`src/rtl/syscall_unit.sv`:
```
// Syscall service unit: stalls decode on a syscall, waits for $v0/$a0 writes to
// retire, then prints an int/char over valid/ready, halts, or flags a bad code.
module syscall_unit #(
    parameter int unsigned DRAIN_CYCLES = 3
) (
    input  logic        clock,
    input  logic        reset_n,
    input  logic        syscall_valid,
    input  logic [31:0] syscall_funct,
    input  logic [31:0] syscall_param1,
    input  logic        out_ready,
    output logic        out_valid,
    output logic [1:0]  out_kind,
    output logic [31:0] out_data,
    output logic        stall,
    output logic        halted,
    output logic        bad_syscall
);

    typedef enum logic [2:0] {
        ST_IDLE,
        ST_DRAIN,
        ST_EMIT,
        ST_RELEASE,
        ST_HALT
    } state_t;

    localparam logic [3:0]  DRAIN_LOAD    = 4'(DRAIN_CYCLES);
    localparam logic [31:0] FN_PRINT_INT  = 32'd1;
    localparam logic [31:0] FN_EXIT       = 32'd10;
    localparam logic [31:0] FN_PRINT_CHAR = 32'd11;
    localparam logic [1:0]  KIND_INT      = 2'd1;
    localparam logic [1:0]  KIND_CHAR     = 2'd2;

    state_t      state, state_nxt;
    logic [3:0]  count, count_nxt;
    logic [1:0]  kind_q, kind_nxt;
    logic [31:0] data_q, data_nxt;
    logic        bad_q, bad_nxt;

    // NOTE: state registers use non-blocking assignments so every flop samples
    // pre-edge values regardless of process ordering.
    always_ff @(posedge clock or negedge reset_n) begin
        if (!reset_n) begin
            state  <= ST_IDLE;
            count  <= 4'd0;
            kind_q <= 2'd0;
            data_q <= 32'd0;
            bad_q  <= 1'b0;
        end else begin
            state  <= state_nxt;
            count  <= count_nxt;
            kind_q <= kind_nxt;
            data_q <= data_nxt;
            bad_q  <= bad_nxt;
        end
    end

    // NOTE: every combinational output gets a default first so no latch is inferred.
    always_comb begin
        state_nxt = state;
        count_nxt = count;
        kind_nxt  = kind_q;
        data_nxt  = data_q;
        bad_nxt   = 1'b0;
        unique case (state)
            ST_IDLE: begin
                if (syscall_valid) begin
                    state_nxt = ST_DRAIN;
                    count_nxt = DRAIN_LOAD;
                end
            end
            ST_DRAIN: begin
                count_nxt = count - 4'd1;
                if (count == 4'd1) begin
                    // Last drain cycle: $v0/$a0 are final, capture them at this edge.
                    if (syscall_funct == FN_PRINT_INT) begin
                        state_nxt = ST_EMIT;
                        kind_nxt  = KIND_INT;
                        data_nxt  = syscall_param1;
                    end else if (syscall_funct == FN_PRINT_CHAR) begin
                        state_nxt = ST_EMIT;
                        kind_nxt  = KIND_CHAR;
                        data_nxt  = {24'd0, syscall_param1[7:0]};
                    end else if (syscall_funct == FN_EXIT) begin
                        state_nxt = ST_HALT;
                    end else begin
                        state_nxt = ST_RELEASE;
                        bad_nxt   = 1'b1;
                    end
                end
            end
            ST_EMIT: begin
                if (out_ready) state_nxt = ST_RELEASE;
            end
            ST_RELEASE: state_nxt = ST_IDLE;
            ST_HALT:    state_nxt = ST_HALT;
            default:    state_nxt = ST_IDLE;
        endcase
    end

    assign stall       = ((state == ST_IDLE) && syscall_valid) || (state == ST_DRAIN)
                       || (state == ST_EMIT) || (state == ST_HALT);
    assign out_valid   = (state == ST_EMIT);
    assign out_kind    = out_valid ? kind_q : 2'd0;
    assign out_data    = out_valid ? data_q : 32'd0;
    assign halted      = (state == ST_HALT);
    assign bad_syscall = bad_q;

endmodule
```
`config.mk`:
```
export PLATFORM = sky130hd
export DESIGN_NAME = syscall_unit
export DESIGN_NICKNAME = d
export VERILOG_FILES = /design/src/rtl/syscall_unit.sv
export SDC_FILE = /design/constraint.sdc
export NUM_CORES = 1
export LEC_CHECK = 0
export ABC_AREA = 1
export BUFFER_PORTS_ARGS = -buffer_cell sky130_fd_sc_hd__buf_4
export CAP_MARGIN = 25
export CORE_UTILIZATION = 35
export CTS_CLUSTER_DIAMETER = 120
export DETAILED_ROUTE_END_ITERATION = 10
export GPL_ROUTABILITY_DRIVEN = 0
export PLACE_DENSITY = 0.62
export SLEW_MARGIN = 25
export SYNTH_ARGS = -nofsm -noshare
export SYNTH_HDL_FRONTEND = slang
export SYNTH_SLANG_ARGS = --single-unit
```
`constraint.sdc`:
```
create_clock -name clock -period 1.8 [get_ports clock]
set_clock_uncertainty 0.05 [all_clocks]
set_input_delay 0.27 -clock clock [delete_from_list [all_inputs] [get_ports clock]]
set_output_delay 0.27 -clock clock [all_outputs]
set_load 0.02 [all_outputs]
```
==> run_results.csv <==
group,metric,value,unit
power_and_ir_drop,p_sw,1.44,mW
power_and_ir_drop,p_comb_share,54.9,%
worst_setup_path,crit_start,"state[2]$_DFFE_PN0P_",
clock_tree,cts_htree_levels,2,
min_path,holdCritPathClass,"input pin to register",
layout,nNetsFinal,471,
route,drc,0,
timing,setup_viol,35,
worst_setup_path,worst_setup_path_end_kind,"output port",
clock_tree,cts_tree,"yes",
global_route,grt_overflow,0,
clock_tree,clk_latency,0.29,ns
power_and_ir_drop,p_per_area,1050,mW/mm^2
worst_setup_path,cp.arrival,1.58,ns
worst_setup_path,worstPathMaxFanout,10,
clock_tree,clkTransAtPathRegs,0.08,ns
layout,drive_gt1_share,48.0,%
layout,final_common_cell,"buf_4",
yosys,synthMuxAreaShare,0,%
worst_setup_path,reg2reg_setup_slack,0.14,ns
yosys,synth-xor-area-share,0,%
power_and_ir_drop,clkPwrFrac,16.6,%
route,ant_nets,0,
yosys,synth_cell_type_count,25,
layout,diodes,0,
placed_design,portBuffers,105,
worst_setup_path,r2r_start,"state[1]$_DFFE_PN0P_",
worst_setup_path,r2r_cells,11,
outcome,violations,"negative setup slack",
yosys,netlist_instances,279,
worst_setup_path,slowest_stage,"dfrtp_1",
clock_tree,clk_path_buf_depth,2,
layout,area_growth,63.0,%
floorplanning,die_h,81.0,um
yosys,synth_nets,349,
route,wl,5850,um
yosys,yosys.area_share.simple,25.5,%
timing,worstMarginPinSlew,0.525,ns
placed_design,dpl.hpwl,4050,um
route,via_per_inst,4.52,
worst_setup_path,critical-path-top-delay-family,"simple AND/OR/NAND/NOR gates",
global_route,grt_max_degree,43,
worst_setup_path,r2r_end,"state[0]$_DFFE_PN0P_",
timing,slew_headroom,65.0,%
power_and_ir_drop,intPower,2.31,mW
global_route,grt_pass1_vias,2197,
yosys,synth_warnings,0,
floorplanning,ios,106,
timing,grt_setup_unrepaired,"true",
power_and_ir_drop,irDropWorstVdd,0.000548,V
timing,hold_violations,0,
worst_setup_path,crit_chain,"or2_4, nor2_4, inv_6, buf_12, nor2_2, buf_6",
power_and_ir_drop,power_frac_seq,28.5,%
timing,fin_crit_sh,105,%
route,drt_first_pass_iters,4,
timing,min_period,1.90,ns
worst_setup_path,worst-path-buf-inv,3,
global_route,grt_pass1_wl,9850,um
route,vias,2156,
floorplanning,core_area,0.00596,mm^2
clock_tree,cts_buffers,5,
worst_setup_path,slowest_delay,0.38,ns
worst_setup_path,cp.required,1.48,ns
yosys,avgSynthCellArea,7.83,um^2
yosys,synth_compound_area_share,13.8,%
timing,fmax,527,MHz
timing,tns,-2.58,ns
global_route,antenna_found_initial,0,
yosys,syn_area,0.00218,mm^2
power_and_ir_drop,p_leak,1.85,nW
timing,fin_ws,-0.0964,ns
worst_setup_path,cp-start-kind,"register",
global_route,grt.total_usage,19.7,%
worst_setup_path,setup.worst_path.end,"out_data[8]",
layout,final_cell_mix,"buf_4 (99), nand2_1 (52), inv_1 (44)",
worst_setup_path,worstSetupPathDepth,6,
clock_tree,cts_sinks,42,
yosys,ys_ff_latch,42,
floorplanning,die-width,81.0,um
timing,slew_violations,0,
route,drt_iter0_drc,38,
power_and_ir_drop,p_total,3.74,mW
yosys,synth_top_family_by_area,"simple AND/OR/NAND/NOR gates",
run,drv_cap,0,
floorplanning,dieArea,0.00656,mm^2
clock_tree,cts_root_buf,"clkbuf_8",
route,routedWlPerCell,12.3,um
floorplanning,start_util,36.7,%
floorplanning,rows,28,
yosys,synthAdderAreaFrac,1.15,%
outcome,status,"complete, but fails checks",
power_and_ir_drop,switching_share,38.4,%
yosys,yosysSeqAreaShare,48.1,%
worst_setup_path,critPathKind,"register to output port",
per-stage QoR:
stage / cell area [um^2] / hold slack [ns] / setup WS [ns] / cells / utilization (%)
finish: 3560 / 0.128 / -0.0964 / 477 / 59.8
CTS: 3530 / 0.115 / -0.121 / 477 / 59.2
global route: 3560 / 0.116 / -0.173 / 477 / 59.8
floorplan: 2190 / -0.0756 / -0.0208 / 279 / -
detailed placement: 3110 / 0.236 / 0.103 / 459 / 52.2
global placement: 3110 / 0.234 / 0.150 / 459 / 52.2
synthesized netlist by cell type, drive strengths merged:
library cell  count  area (um^2)
a21oi             5         25.0
o21a              1         7.51
ha                2         25.0
clkbuf            2         15.0
or3               1         6.26
inv              49          184
o32ai             1         8.76
o21ai            37          260
buf               7         50.1
nand3             3         20.0
nor4              1         6.26
nor3              5         36.3
or2               1         6.26
nand2            54          213
nor2             68          270
dfrtp            42         1050
power by group through the flow:
stage / Clock (mW) / Sequential, mW / Combinational, mW
global placement: 0 / 1.08 / 1.53
global route: 0.690 / 1.08 / 2.22
floorplan: 0 / 1.09 / 0.824
CTS: 0.647 / 1.07 / 2.01
detailed placement: 0 / 1.08 / 1.54
finish: 0.621 / 1.07 / 2.06
area by class of cell:
cell class	instances	area, um^2
Inverter	49	189
Clock inverter	1	5.00
Tap cell	75	93.8
Timing Repair Buffer	124	1100
Clock buffer	7	86.3
Sequential cell	42	1050
Multi-Input combinational cell	179	1040
Fill cell	559	2390
state kept, by name, indices dropped and copies added, names as in the netlist:
signal	cells
data_q	32
kind_q	2
count	4
state	3
bad_syscall	1
metal layers:
| metal | vias to the layer above | GRT usage, % | routed length (um) |
|---|---|---|---|
| met5 | - | 0 | 0 |
| li1 | 1088 | - | - |
| met4 | 0 | 8.93 | 156 |
| met2 | 56 | 33.8 | 3020 |
| met1 | 999 | 23.7 | 2440 |
| met3 | 13 | 3.93 | 237 |
worst register-to-register path: stages (launching register included):
cell	delay (ns)
dfrtp_1	0.39
inv_2	0.10
buf_12	0.11
nand3_4	0.07
buf_4	0.14
buf_4	0.13
nor2_1	0.14
inv_1	0.08
o21ai_0	0.16
nor2_1	0.07
nand2_1	0.07
nand2_1	0.04
worst min-delay path by stage:
stage | startpoint | end | slack, ns | depth (start not counted)
finish | syscall_param1[17] | data_q[17]$_DFFE_PN0P_ | 0.13 | 3
detailed placement | reset_n | data_q[29]$_DFFE_PN0P_ | 0.24 | 1
floorplan | reset_n | bad_syscall$_DFF_PN0_ | -0.08 | 0
global placement | reset_n | data_q[26]$_DFFE_PN0P_ | 0.23 | 1
global route | syscall_param1[18] | data_q[18]$_DFFE_PN0P_ | 0.12 | 3
CTS | syscall_param1[17] | data_q[17]$_DFFE_PN0P_ | 0.11 | 3
cells by family after synthesis:
kind of cell               after synthesis
AOI/OAI and AO/OA                       44
adders and majority gates                2
buffers and inverters                   58
DFF                                     42
and+or+nand+nor                        133
timing repair:
item,CTS,global route
gates cloned,2,0
hold buffers,1,0
setup buffers,7,0
endpoints found under the setup margin,35,60
pin swaps,4,3
resized for setup,61,9
endpoints found under the hold margin,42,0
Power figures use the tool's default switching activity.
